## config.mk

```make
export PLATFORM = sky130hd
export DESIGN_NAME = coord_loader
export DESIGN_NICKNAME = d
export VERILOG_FILES = /design/src/rtl/coord_loader.sv
export SDC_FILE = /design/constraint.sdc
export NUM_CORES = 1
export LEC_CHECK = 0
export BUFFER_PORTS_ARGS = -buffer_cell sky130_fd_sc_hd__clkbuf_2
export CAP_MARGIN = 20
export CORE_MARGIN = 5
export CORE_UTILIZATION = 53
export CTS_BUF_LIST = sky130_fd_sc_hd__clkbuf_16
export CTS_CLUSTER_DIAMETER = 40
export DETAILED_ROUTE_END_ITERATION = 10
export GPL_TIMING_DRIVEN = 0
export PLACE_DENSITY = 0.87
export SKIP_CTS_REPAIR_TIMING = 1
export SYNTH_ARGS = -nofsm -noshare
export SYNTH_HDL_FRONTEND = slang
export SYNTH_SLANG_ARGS = --single-unit
```

## constraint.sdc

```tcl
create_clock -name clk -period 3.6 [get_ports clk]
set_input_delay 0.18 -clock clk [delete_from_list [all_inputs] [get_ports clk]]
set_output_delay 0.18 -clock clk [all_outputs]
set_load 0.01 [all_outputs]
```

## src/rtl/coord_loader.sv

```systemverilog
// coord_loader
// Assembles DIMS coordinate components, received one beat at a time over a
// valid/ready handshake, into a packed coordinate word. It writes each
// finished word to node memory at the next sequential address and then waits
// for a next-coordinate or finish command.
//
// Ports:
//   clk, reset      clock, asynchronous active-high reset
//   coord_valid     component beat valid
//   coord_data      component value, component 0 (x) first
//   coord_ready     beat accepted when coord_valid && coord_ready
//   next_coord      single-cycle command: collect another coordinate
//   finish          single-cycle command: end initialisation
//   restart         synchronous clear back to empty/COLLECT
//   mem_we          node memory write strobe
//   mem_addr        node memory write address
//   mem_wdata       packed coordinate, component k at [k*COORD_W +: COORD_W]
//   count           coordinates written (0..DEPTH)
//   full            count == DEPTH
//   done            initialisation finished
//   err_overflow    sticky: next_coord while full
//   err_partial     sticky: finish while a coordinate was partially collected
//
// States:
//   COLLECT  | accepting component beats into the assembly register
//   WRITE    | one-cycle memory write of the assembled coordinate
//   WAIT_CMD | waiting for next_coord or finish
//   FINISH   | initialisation complete; held until restart or reset
module coord_loader #(
  parameter int COORD_W = 8,
  parameter int DIMS    = 2,
  parameter int DEPTH   = 64,
  parameter int ADDR_W  = $clog2(DEPTH)
) (
  input  logic                      clk,
  input  logic                      reset,
  input  logic                      coord_valid,
  input  logic [COORD_W-1:0]        coord_data,
  output logic                      coord_ready,
  input  logic                      next_coord,
  input  logic                      finish,
  input  logic                      restart,
  output logic                      mem_we,
  output logic [ADDR_W-1:0]         mem_addr,
  output logic [DIMS*COORD_W-1:0]   mem_wdata,
  output logic [ADDR_W:0]           count,
  output logic                      full,
  output logic                      done,
  output logic                      err_overflow,
  output logic                      err_partial
);

  localparam int DIM_W = (DIMS > 1) ? $clog2(DIMS) : 1;
  localparam logic [DIM_W-1:0]  LAST_DIM  = DIM_W'(DIMS - 1);
  localparam logic [ADDR_W:0]   DEPTH_CNT = (ADDR_W + 1)'(DEPTH);

  typedef enum logic [1:0] {
    COLLECT  = 2'd0,
    WRITE    = 2'd1,
    WAIT_CMD = 2'd2,
    FINISH   = 2'd3
  } state_t;

  state_t                  state;
  logic [DIM_W-1:0]        dim_idx;
  logic [DIMS*COORD_W-1:0] assembly;

  // Outputs decode only from registered state, so no input reaches an output
  // combinationally.
  assign coord_ready = (state == COLLECT);
  assign mem_we      = (state == WRITE);
  assign done        = (state == FINISH);
  assign mem_addr    = count[ADDR_W-1:0];
  assign mem_wdata   = assembly;
  assign full        = (count == DEPTH_CNT);

  always_ff @(posedge clk or posedge reset) begin
    if (reset) begin
      state        <= COLLECT;
      dim_idx      <= '0;
      assembly     <= '0;
      count        <= '0;
      err_overflow <= 1'b0;
      err_partial  <= 1'b0;
    end else if (restart) begin
      state        <= COLLECT;
      dim_idx      <= '0;
      assembly     <= '0;
      count        <= '0;
      err_overflow <= 1'b0;
      err_partial  <= 1'b0;
    end else begin
      case (state)
        COLLECT: begin
          // finish wins over a coincident beat; any partial coordinate is dropped.
          if (finish) begin
            if (dim_idx != '0) err_partial <= 1'b1;
            dim_idx <= '0;
            state   <= FINISH;
          end else if (coord_valid) begin
            for (int k = 0; k < DIMS; k++) begin
              if (dim_idx == DIM_W'(k)) assembly[k*COORD_W +: COORD_W] <= coord_data;
            end
            if (dim_idx == LAST_DIM) begin
              dim_idx <= '0;
              state   <= WRITE;
            end else begin
              dim_idx <= dim_idx + 1'b1;
            end
          end
        end
        WRITE: begin
          if (count != DEPTH_CNT) count <= count + 1'b1;
          state <= WAIT_CMD;
        end
        WAIT_CMD: begin
          if (finish) begin
            state <= FINISH;
          end else if (next_coord) begin
            if (full) err_overflow <= 1'b1;
            else      state        <= COLLECT;
          end
        end
        FINISH: state <= FINISH;
        default: state <= COLLECT;
      endcase
    end
  end

endmodule

```

==> results, run 1 <==
- The floorplan step set the die height to 62.92 microns.
- The met3 capacity usage during global routing is under 10%.
- On the critical path the largest part of the delay comes from simple AND/OR/NAND/NOR gates.
- The endpoint identified for the worst register-to-register timing path is mem_wdata[4].
- The diode insertion count for antenna repair is 0.
- The final number of max-transition violations is 0.
- Counting flops and latches in the post-synthesis netlist gives 28.
- CTS saw 28 sinks.
- The worst-case hold path end point is state[1].
- The cell sitting at the root of the clock tree is a sky130_fd_sc_hd__clkbuf_16.
- The first global-routing pass estimated around 5800 microns of wire.
- The worst pin sits at a relative slew slack of 65.75%.
- The startpoint-to-endpoint class of the critical path is reg2out.
- The number of buffer and inverter stages on the critical path is 2.
- Timing would allow up to 593.3 MHz.
- The routed layout has 1211 vias.
- The area growth from synthesis to layout is 28.08%.
- The count of standard-cell rows is 19.
- The worst-case setup slack after placement is 2069 ps.
- The clock input transition at the sequential cells of the worst setup and hold paths is approximately 70 ps.
- Summed over all layers, the routed wires come to 3368 microns.
- The maximum number of buffers from clock root to sink is 2.
- After the first detailed-routing iteration, the DRC count stood at 38.
- The library cell contributing the largest single delay on the critical path is sky130_fd_sc_hd__dfrtp_1.
- The layer with the highest usage is met2.
- The number of distinct standard cells referenced by the synthesized netlist is 30.
- The ratio of cells with drive above 1 in the final layout is between 30% and 40%.
- The critical path goes through nor4_2 > nand3_1 > inv_1 > clkbuf_2.
- Across every metal layer, demand over resource in global routing totals between 15 and 20%.
- The horizontal die dimension is 62.92 microns.
- For this design the ratio of total power to cell area is 394.2 nW/um^2.
- Setup repair after global routing left no endpoint under its margin.
- The core region is 2710 sq um.
- For this run, global-route usage on met2 was measured as 29.36%.
- TritonCTS built the clock tree.
- STA classifies the critical path endpoint as an output pin.
- The first-pass iteration count of the detailed router is 4.
- The portion of the clock cycle consumed by the worst path in the final layout is 46.82%.
- The startpoint of the worst-slack reg-to-reg timing path is state[0].
- The required arrival time at the worst endpoint is 3420 ps.
- For flop-to-flop paths, the worst setup slack is between 2000 and 2500 ps.
- The critical path arrival is 1510 ps.
- The synthesized instance count is 141.
- Setup violations remaining at the end of the flow were counted as 0.
- The synthesized netlist occupies a cell area of 1484 sq um.
- The insertion delay of the later-clocked pin in the worst-skew pair is approximately 260 ps.
- The largest stage delay on the critical path is 450 ps.
- The path class of the tightest hold or removal check is in2reg.
- After synthesis, flip-flops and latches occupy a little under half of the total area.
- The number of hold violations in the final report is 0.
- The die area is 3958 sq um.
- After legalization and detailed placement, the total HPWL measured approximately 2400 microns.
- The yosys synthesis warning count is 0.
- The number of cells on the worst reg-to-reg path is 5.
- In this run the number of H-tree levels came out at 1.
- Dividing the detail-routed via count by the number of cells gives 5.382.
- The global-route track usage on met1 is 22.77%.
- The initial standard-cell utilization of the core is 54.76%.
- The congestion estimate from routability-driven global placement came to 0.7898.
- The initial antenna violation count is 0.
- A synthesized cell averages 10.52 sq um.
- The largest voltage drop on the vdd net is 0.0003404 V.
- The net count of the mapped netlist is 157.
- Tracing the worst setup path back leads to its startpoint at count[4].
- Across the routed clock network, the largest skew measured is 5.308 ps.
- The pin count of the biggest net entering global routing is 29.
- Summed over all layers, the global routing overflow is 0.
- The static leakage power is 1.003 nW.
- The via count of the first global-routing pass is 1267.
- The count of buffers from port buffering is 47.
- The startpoint identified for the worst hold timing path is next_coord.
- The number of placed I/O pins is 49.
- The startpoint type of the worst setup path is a register.
- The worst hold path cell count is 2.
- The flow ran to the end, and the final reports show no timing, DRC or antenna violations.
- The number of clock buffers added by TritonCTS is 3.
- The clock period minus worst slack is 1686 ps.
- The count of nets left with antenna violations once routing finished came out at 0.
- The number of DRC violations after detailed routing is 0.
- Adding up every negative setup slack in the final design gives 0 ps.
- The count of nets after finishing is ~210.
- The largest driver fanout on the critical path is 7.
- The average wire length per cell after detail routing is 14.97 microns.
- The slew at the pin closest to its max-slew limit is 513.1 ps.
- The post-route worst setup slack is 1914 ps.
- Across the run, the number of max-cap violations was 0.
==> where the power goes <==
group,leakage [nW],switching [mW],internal (mW)
Clock,0.0511,0.106,0.221
Combinational,0.566,0.0471,0.0425
Sequential,0.386,0.00858,0.323
==> sequential cells by signal, indices dropped and copies added, names as in the netlist <==
register and flops:
state 2, err_overflow 1, count 7, err_partial 1
mem_wdata 16, dim_idx 1
==> cell families after synthesis <==
kind of cell / share of synthesized area (%)
compound gates: 7.672
fa+ha+maj: 1.686
buf+inv: 7.926
flops: 47.22
mux: 12.98
simple gates: 22.51
==> synthesized netlist by cell type <==
library cell | count | area [sq um]
sky130_fd_sc_hd__a21oi_1 | 6 | 30.03
sky130_fd_sc_hd__nor2b_1 | 2 | 12.51
sky130_fd_sc_hd__nor4b_1 | 1 | 8.760
sky130_fd_sc_hd__o21bai_1 | 2 | 15.01
sky130_fd_sc_hd__buf_4 | 8 | 60.06
sky130_fd_sc_hd__nand4b_1 | 1 | 8.760
sky130_fd_sc_hd__nand2_1 | 3 | 11.26
sky130_fd_sc_hd__ha_1 | 2 | 25.02
sky130_fd_sc_hd__buf_2 | 1 | 5.000
sky130_fd_sc_hd__nor4bb_1 | 2 | 20.02
sky130_fd_sc_hd__mux2i_1 | 17 | 170.2
sky130_fd_sc_hd__or3_1 | 2 | 12.51
sky130_fd_sc_hd__nor3_1 | 1 | 5.000
sky130_fd_sc_hd__mux2_2 | 2 | 22.52
sky130_fd_sc_hd__nand3_1 | 3 | 15.01
sky130_fd_sc_hd__dfrtp_1 | 28 | 700.7
sky130_fd_sc_hd__buf_6 | 1 | 11.26
sky130_fd_sc_hd__nor4_2 | 1 | 12.51
sky130_fd_sc_hd__o31ai_1 | 2 | 15.01
sky130_fd_sc_hd__inv_1 | 7 | 26.28
sky130_fd_sc_hd__a311oi_1 | 2 | 17.52
sky130_fd_sc_hd__a31oi_1 | 2 | 12.51
sky130_fd_sc_hd__o21ai_0 | 3 | 15.01
sky130_fd_sc_hd__nand2b_4 | 1 | 13.76
sky130_fd_sc_hd__and3b_2 | 1 | 10.01
sky130_fd_sc_hd__clkbuf_1 | 4 | 15.01
sky130_fd_sc_hd__a41oi_1 | 1 | 8.760
sky130_fd_sc_hd__or4_1 | 2 | 15.01
sky130_fd_sc_hd__nor2_1 | 7 | 26.28
sky130_fd_sc_hd__nand2b_1 | 26 | 162.7
==> worst max path at each step <==
stage / end / cells past startpoint
after floorplan: mem_wdata[0] / 5
after global placement: count[2] / 4
after detailed placement: mem_wdata[3] / 5
after CTS: full / 4
after global routing: full / 4
final: full / 4
==> through the flow <==
stage | hold slack (ps) | power, mW | utilization [%] | cell area [sq um] | std cells
after global placement | 395.9 | 0.4197 | 64.87 | 1758 | 219
after floorplan | 245.4 | 0.3924 | - | 1484 | 141
after detailed placement | 406.1 | 0.4236 | 64.87 | 1758 | 219
final | 131.0 | 0.7492 | 70.13 | 1901 | 225
after global routing | 144.4 | 0.7786 | 70.13 | 1901 | 225
after CTS | 124.9 | 0.7552 | 68.74 | 1863 | 223
==> cells in the final DEF (no fill, tap or decap), drive strengths merged, types with 3 or more instances in the layout <==
master | netlist | final
inv | 7 | 7
nand3 | 3 | 3
nand2 | 3 | 3
mux2i | 17 | 17
nand2b | 27 | 27
o21ai | 3 | 3
buf | 10 | 11
a21oi | 6 | 6
clkbuf | 4 | 54
nor2 | 7 | 7
dfrtp | 28 | 28
==> layer usage <==
metal | share of wire (%) | wire (microns)
met1 | 43 | 1434
met2 | 49 | 1661
met3 | 6.9 | 232
met4 | 1.2 | 41
met5 | 0 | 0
==> area by class of cell <==
type	instances	area [sq um]
well taps	31	38.79
fillers	221	809.5
inverters	7	26.28
plain buffers	14	91.34
flip-flops and latches	28	700.7
multi-input cells	92	665.6
repair buffers	49	272.8
clock inverters	1	30.03
clock buffers	3	75.07
No activity file was read; power rests on OpenSTA's default activity.
==> run 2: changes to the inputs <==
- ABC_AREA: default -> 1
- CORE_UTILIZATION: 53 -> 45
- PLACE_DENSITY: 0.87 -> 0.79
- clock period: 3.6 -> 1.55 ns (I/O delays scaled with it)
==> results, run 2 <==
- Multiplexer cells account for 0% of the synthesized area.
- On the final layout, the worst hold slack is roughly 76 ps.
- The register area share after synthesis is 46.32%.
- The met2 layer usage reported by global route is a little over a quarter.
- The final number of max-transition violations is 0.
- The cell repeated most along the worst path is sky130_fd_sc_hd__inv_1.
- The via count of the first global-routing pass is 1317.
- The number of hold violations in the final report is 0.
- The number of distinct standard cells referenced by the synthesized netlist is 25.
- The die area is 4621 sq um.
- The worst min-delay path class is in2reg.
- Summing all multi-input logic gate instances after layout gives 638.1 sq um.
- After detailed routing, the average wire length per cell comes to 11.84 microns.
- The first-pass GRT wire length is a little under 6000 microns.
- Setup repair after global routing left no endpoint under its margin.
- In the routed design, unresolved DRC markers number 0.
- The initial standard-cell utilization of the core is 46.06%.
- The clock arrives with 2.674 ps of skew.
- Walking the worst path, the cells encountered are inv_1 > ha_1 > nand2_1 > inv_1 > nand3_2 > inv_2 > clkbuf_2.
- The number of nets handed over by synthesis was 208.
- The global routing usage summed across all routing layers is 16.47%.
- The setup check on the worst reg-to-reg path leaves a slack of 190 ps.
- For this run, global-route usage on met1 was measured as 21.72%.
- In this run the power density over the cells is 957.1 nW/um^2.
- The startpoint-to-endpoint class of the critical path is reg2out.
- In this run the mean area of a mapped cell was slightly below 8 sq um.
- Setup violations remaining at the end of the flow were counted as 0.
- Global routing finished with a remaining overflow of 0.
- The fraction of the mapped netlist area in compound gates is 8.850%.
- The count of standard-cell rows is 21.
- The startpoint type of the worst setup path is a register.
- The placeable core area is 3284 sq um.
- The dominant synthesized flop cell is sky130_fd_sc_hd__dfrtp_1.
- After synthesis, the largest area contributor takes up between 40 and 50% of total cell area.
- The horizontal die dimension is 67.98 microns.
- IR analysis of the VDD net gives a maximum drop of 0.0004467 V.
- The tree is rooted in a sky130_fd_sc_hd__clkbuf_16.
- The floorplan die height is 67.98 microns.
- Across the run, the number of max-cap violations was 0.
- The post-synthesis cell area is between 1500 and 2000 sq um.
- The highest attainable clock frequency is 690.3 MHz.
- The count of nets after finishing is approximately 260.
- The number of placed I/O pins is just under 50.
- By area the synthesized netlist is led by sky130_fd_sc_hd__dfrtp_1 46%, sky130_fd_sc_hd__nand2_1 14%, sky130_fd_sc_hd__nand3_1 6.0%.
- The number of flops mapped to enable cells by yosys is 0.
- Clock-pin slew was measured on the worst setup and hold paths at 70 ps.
- The synthesized instance count is ~190.
- The number of cells on the worst reg-to-reg path is 8.
- Along the worst hold path, the cell count comes to 3.
- The number of buffers created by CTS is 3.
- In the layout the commonest cells are 56 x sky130_fd_sc_hd__nand2_1, 47 x sky130_fd_sc_hd__clkbuf_2, 26 x sky130_fd_sc_hd__dfrtp_1.
- The clock net sink count is 28.
- In this run the tool buffered the top-level ports with 47 buffer cells.
- The slew at the pin closest to its max-slew limit is 391.5 ps.
- The async set-reset flop share out of synthesis is 100.0%.
- By count the netlist is led by 56 x sky130_fd_sc_hd__nand2_1, 28 x sky130_fd_sc_hd__dfrtp_1, 22 x sky130_fd_sc_hd__inv_1.
- For this design the static power due to leakage is ~1.1 nW.
- The cell type with the largest total area after synthesis is sky130_fd_sc_hd__dfrtp_1.
- For the final routed database, the setup TNS stands at 0 ps.
- Synthesis inferred 28 register bits.
- The number of vias in the routed layout is 1397.
- By instance count, the leading cell after synthesis is sky130_fd_sc_hd__nand2_1.
- The startpoint of the worst-slack reg-to-reg timing path is count[0].
- The yosys synthesis warning count is 0.
- The initial antenna violation count came to 0.
- Entering global routing, the biggest net connects 23 pins.
- The largest driver fanout on the critical path is 4.
- Of the total synthesized cell area, the portion taken by AND, OR, NAND and NOR gates is 30.77%.
- The final weighted congestion in routability-driven placement is 0.8437.
- The count of nets left with antenna violations once routing finished came out at 0.
- The count of filler cells inserted in the layout is between 200 and 300.
- For met3 alone, demand over resource in global routing was 4.105%.
- In this design, the stage delay of the slowest critical-path cell is between 400 and 500 ps.
- The required arrival time at the worst endpoint is between 1000 and 1500 ps.
- The first-pass iteration count of the detailed router is 5.
- The area growth from synthesis to layout is 28.29%.
- The worst setup path is captured at an output pin.
- The synthesized-area fraction occupied by adder cells is under 10%.
- The critical path launch point is count[0].
- The library cell used most frequently in the layout, excluding fill and tap cells, is sky130_fd_sc_hd__nand2_1.
- Wires add up to 3458 microns.
- The hold path startpoint is next_coord.
- The number of H-tree levels is 1.
- The worst path uses 93.47% of the clock period.
- The run finished with clean final reports.
- The main combinational cell family by area after synthesis is simple AND/OR/NAND/NOR gates.
- TritonCTS built the clock tree.
- The repair_antennas step left the layout with diodes totalling 0.
- The per-cell via count in the routed design is 4.784.
- STA puts the critical path data arrival time at 1370 ps.
- The register cell area after layout is 703.2 sq um.
- The slowest stage of the critical path is the sky130_fd_sc_hd__dfrtp_2 cell.
- In the final layout, the share of cells above drive strength 1 is 32.11%.
- The relative slew slack is 73.87%.
- In this run, the number of DRC markers left after iteration 0 of detailed routing was 57.
- Detailed placement ended at an HPWL of ~2600 microns.
- The flip-flop count of the largest register after layout is 16.
- The share of the synthesized netlist area taken by xor and xnor gates is 0.5790%.
- The longest clock path from root to sink contains 2 buffers.
- The total power after layout is 1.857 mW.
- The insertion delay of the later-clocked pin in the worst-skew pair is around 260 ps.
- met2 is the most crowded layer.
- The clock period minus worst slack is 1449 ps.
## run 2: changes by cell type in the layout (fill, tap and decap cells not counted), moves of 4 or more
cell,change
sky130_fd_sc_hd__clkbuf_1,-4
sky130_fd_sc_hd__nand2b_1,-26
sky130_fd_sc_hd__nand2_1,+53
sky130_fd_sc_hd__inv_1,+15
sky130_fd_sc_hd__o21ai_0,+11
sky130_fd_sc_hd__nor2_1,+11
sky130_fd_sc_hd__nand3_1,+14
sky130_fd_sc_hd__mux2i_1,-17
## run 2: routing by layer
layer	part of all wire, %	vias to the layer above
li1	-	707
met1	47	643
met2	46	41
met3	6.4	6
met4	1.2	0
met5	0	-
## run 2: critical path, delay by kind of cell (launching register included)
family        cells  cell delay (ps)
fa+ha+maj         1              170
flops             1              410
simple gates      2              160
buf+inv           4              370
## run 2: final cells by class
type,count,share of cell area (%)
flip-flops and latches,28,36.23
multi-input cells,128,32.88
repair buffers,51,14.83
inverters,25,4.836
plain buffers,11,4.384
clock buffers,3,3.868
well taps,46,2.966
## run 2: final timing paths
kind | end
setup / recovery | full
hold / removal | err_overflow
setup reg to reg | count[1]
hold reg to reg | mem_wdata[11]
max in group asynchronous | count[1]
min in group asynchronous | count[0]
## run 2: power by group
part	switching (mW)	internal, mW	total, mW
logic	0.243	0.183	0.426
registers	0.0553	0.801	0.856
clock network	0.233	0.342	0.575
total	0.532	1.33	1.86
## run 2: metrics by stage
stage                     setup WS [ps]  instances  util (%)  instance area, sq um
after floorplan                   257.0        192         -                  1513
after global placement            200.4        285     54.97                  1805
after detailed placement          189.9        286     55.81                  1833
after CTS                         2.798        289     58.10                  1908
after global routing              8.278        292     59.09                  1941
final                             101.3        292     59.09                  1941
## run 2: cell families after synthesis
logic type,count (synthesis)
compound gates,23
xor+xnor,1
fa+ha+maj,2
buf+inv,36
flops,28
simple gates,102
==> run 3: changes to the inputs <==
- RECOVER_POWER: default -> 50
==> results, run 3 (synthesis results as in run 2) <==
- The run finished with clean final reports.
- In this run the deepest clock path goes through 2 buffers.
- The clock input transition at the sequential cells of the worst setup and hold paths is 60 ps.
- The total setup violations reported at the end of the flow is 0.
- The count of standard-cell rows is 21.
- The congestion estimate from routability-driven global placement came to roughly 0.84.
- In this run the cell area measured after placement is between 1500 and 2000 sq um.
- In this run the most critical hold path is launched from next_coord.
- The detail route stage leaves a number of antenna-violating nets equal to 0.
- The startpoint of the worst-slack reg-to-reg timing path is count[0].
- Summed over all layers, the routed wires come to 3468 microns.
- The average wire length per cell after detail routing is between 10 and 15 microns.
- The critical path arrival is 1370 ps.
- The library cell contributing the largest single delay on the critical path is sky130_fd_sc_hd__dfrtp_2.
- The library cell used most frequently in the layout, excluding fill and tap cells, is sky130_fd_sc_hd__nand2_1.
- The worst min-delay path class is in2reg.
- The ratio of cells with drive above 1 in the final layout is between 20% and 30%.
- The count of filler cells inserted in the layout is around 310.
- The final number of max-transition violations came to 0.
- Broken down by cell family, the worst path's largest delay share belongs to flip-flops.
- On the worst path, the slowest cell contributes a delay of a little over 400 ps.
- Setup slack closes at 105.1 ps.
- The number of violations reported at the end of detailed-routing iteration 0 is 51.
- The clock drives 28 sinks.
- The first-pass iteration count of the detailed router is 5.
- The count of buffers from port buffering is 47.
- In the routed design, unresolved DRC markers number 0.
- The via count of the first global-routing pass was about 1.3k.
- Wire segments on met2 add up to 1611 microns in the final route.
- In the final routing, the length of wire on met1 measures around 1600 microns.
- Headroom to the max-slew limit came out at between 60% and 70%.
- The number of hold violations in the final report is 0.
- Based on the critical path, the design can be clocked at up to 692.1 MHz.
- The count of nets after finishing is roughly 260.
- The initial antenna violation count is 0.
- The minimum hold slack is 77.61 ps.
- The worst hold path passes through 3 cells.
- The critical path launch point is count[0].
- The worst setup path is captured at an output pin.
- The die covers 4621 sq um.
- The number of logic stages on the critical path including buffering is 7.
- The top cell types in the final layout, fill and taps aside, are 56 x sky130_fd_sc_hd__nand2_1, 31 x sky130_fd_sc_hd__clkbuf_2, 26 x sky130_fd_sc_hd__dfrtp_1.
- The worst setup skew after layout is 2.967 ps.
- For this run, the number of standard cells in the final layout without fillers is 292.
- The tree is rooted in a sky130_fd_sc_hd__clkbuf_16.
- Measured along the x axis, the die boundary spans 67.98 microns.
- Along the worst path, the maximum fanout reaches 4.
- The flip-flop count of the largest register after layout is 16.
- The length of routed met3 wiring is 227 microns.
- The cell repeated most along the worst path is sky130_fd_sc_hd__inv_1.
- At the pin with the least slew margin, the transition time is 548.0 ps.
- Routed signal wires occupy layers up through met4.
- Adding up every negative setup slack in the final design gives 0 ps.
- STA classifies the critical path startpoint as a register.
- Data on the critical path is required at its endpoint by around 1500 ps.
- The clock period could shrink to 1445 ps.
- Entering global routing, the biggest net connects 23 pins.
- The static leakage power is 1.057 nW.
- Setup repair after global routing left no endpoint under its margin.
- The worst-case setup slack after placement is 189.9 ps.
- Walking the worst path, the cells encountered are inv_1 > ha_1 > nand2_1 > inv_1 > nand3_2 > inv_2 > clkbuf_2.
- The startpoint-to-endpoint class of the critical path is reg2out.
- The number of H-tree levels is 1.
- The placed instance count is 286.
- The number of buffer and inverter stages on the critical path is 4.
- The clock reaches the later pin of the worst-skew pair after 260 ps.
- 0 antenna diodes ended up in the layout.
- The global routing usage summed across all routing layers is between 15 and 20%.
- The number of buffers created by CTS is 3.
- The max-cap violation count is 0.
- The overall overflow remaining after global route is 0.
- In this run the standard cell core region covers 3284 sq um.
- The half-perimeter wire length after placement is 2597 microns.
- The first-pass GRT wire length is 5837 microns.
- From synthesis to final layout, the design area changed by 25.39%.
- 49 I/O pins were placed.
- The worst-case IR drop observed on VDD is between 0.0004 and 0.0005 V.
- The finished cells cover 1897 sq um.
- The initial standard-cell utilization of the core is 46.06%.
- The per-cell via count in the routed design is between 4 and 5.
- For the worst flop-to-flop path, the logic depth is 8.
- The number of vias in the routed layout is approximately 1.4k.
- TritonCTS built the clock tree.
- The total power density per cell area is 969.0 nW/um^2.
- The floorplan die height is 67.98 microns.
- Of the available clock period, the critical path in the final layout requires just over 90%.
run 3: cell types whose count changed in the layout (fill, tap and decap cells not counted):
cell,previous run,this run
sky130_fd_sc_hd__buf_16,1,0
sky130_fd_sc_hd__clkbuf_1,0,17
sky130_fd_sc_hd__clkbuf_2,47,31
run 3: power breakdown:
| group | switching [mW] | internal (mW) |
|---|---|---|
| clock network | 0.232 | 0.342 |
| registers | 0.0549 | 0.801 |
| logic | 0.243 | 0.165 |
| total | 0.530 | 1.31 |
run 3: worst register-to-register path: cells and delay by family (launching register included):
kind                       cells  cell delay (ps)
AOI/OAI and AO/OA              1               90
adders and majority gates      1              170
buffers and inverters          3              310
DFF                            1              410
and+or+nand+nor                3              260
run 3: cell type report:
type,count,area [sq um],share of cell area (%)
Sequential cell,28,703.2,37.07
Multi-Input combinational cell,128,638.1,33.64
Timing Repair Buffer,51,244.0,12.86
Inverter,25,93.84,4.947
Buffer,11,85.08,4.485
Clock buffer,3,75.07,3.958
Tap cell,46,57.56,3.034
run 3: stage by stage:
step / total power, mW / utilization [%]
2_1_floorplan: 1.111 / -
3_3_place_gp: 1.257 / 54.97
3_5_place_dp: 1.276 / 55.81
4_1_cts: 1.860 / 58.10
5_1_grt: 1.950 / 57.75
6_report: 1.838 / 57.75
run 3: path summary, 6_finish.rpt:
kind	endpoint	slack (ps)
worst min register to register	mem_wdata[11]	500
worst max-delay path	full	110
worst min-delay path	err_overflow	80
worst max register to register	count[1]	190
max in group asynchronous	count[1]	450
min in group asynchronous	count[0]	270
run 3: per-layer routing:
| metal | global-route usage, % | vias to the layer above |
|---|---|---|
| met5 | 0 | - |
| met2 | 27.20 | 41 |
| met4 | 3.722 | 0 |
| met3 | 4.105 | 6 |
| li1 | - | 706 |
| met1 | 21.72 | 650 |
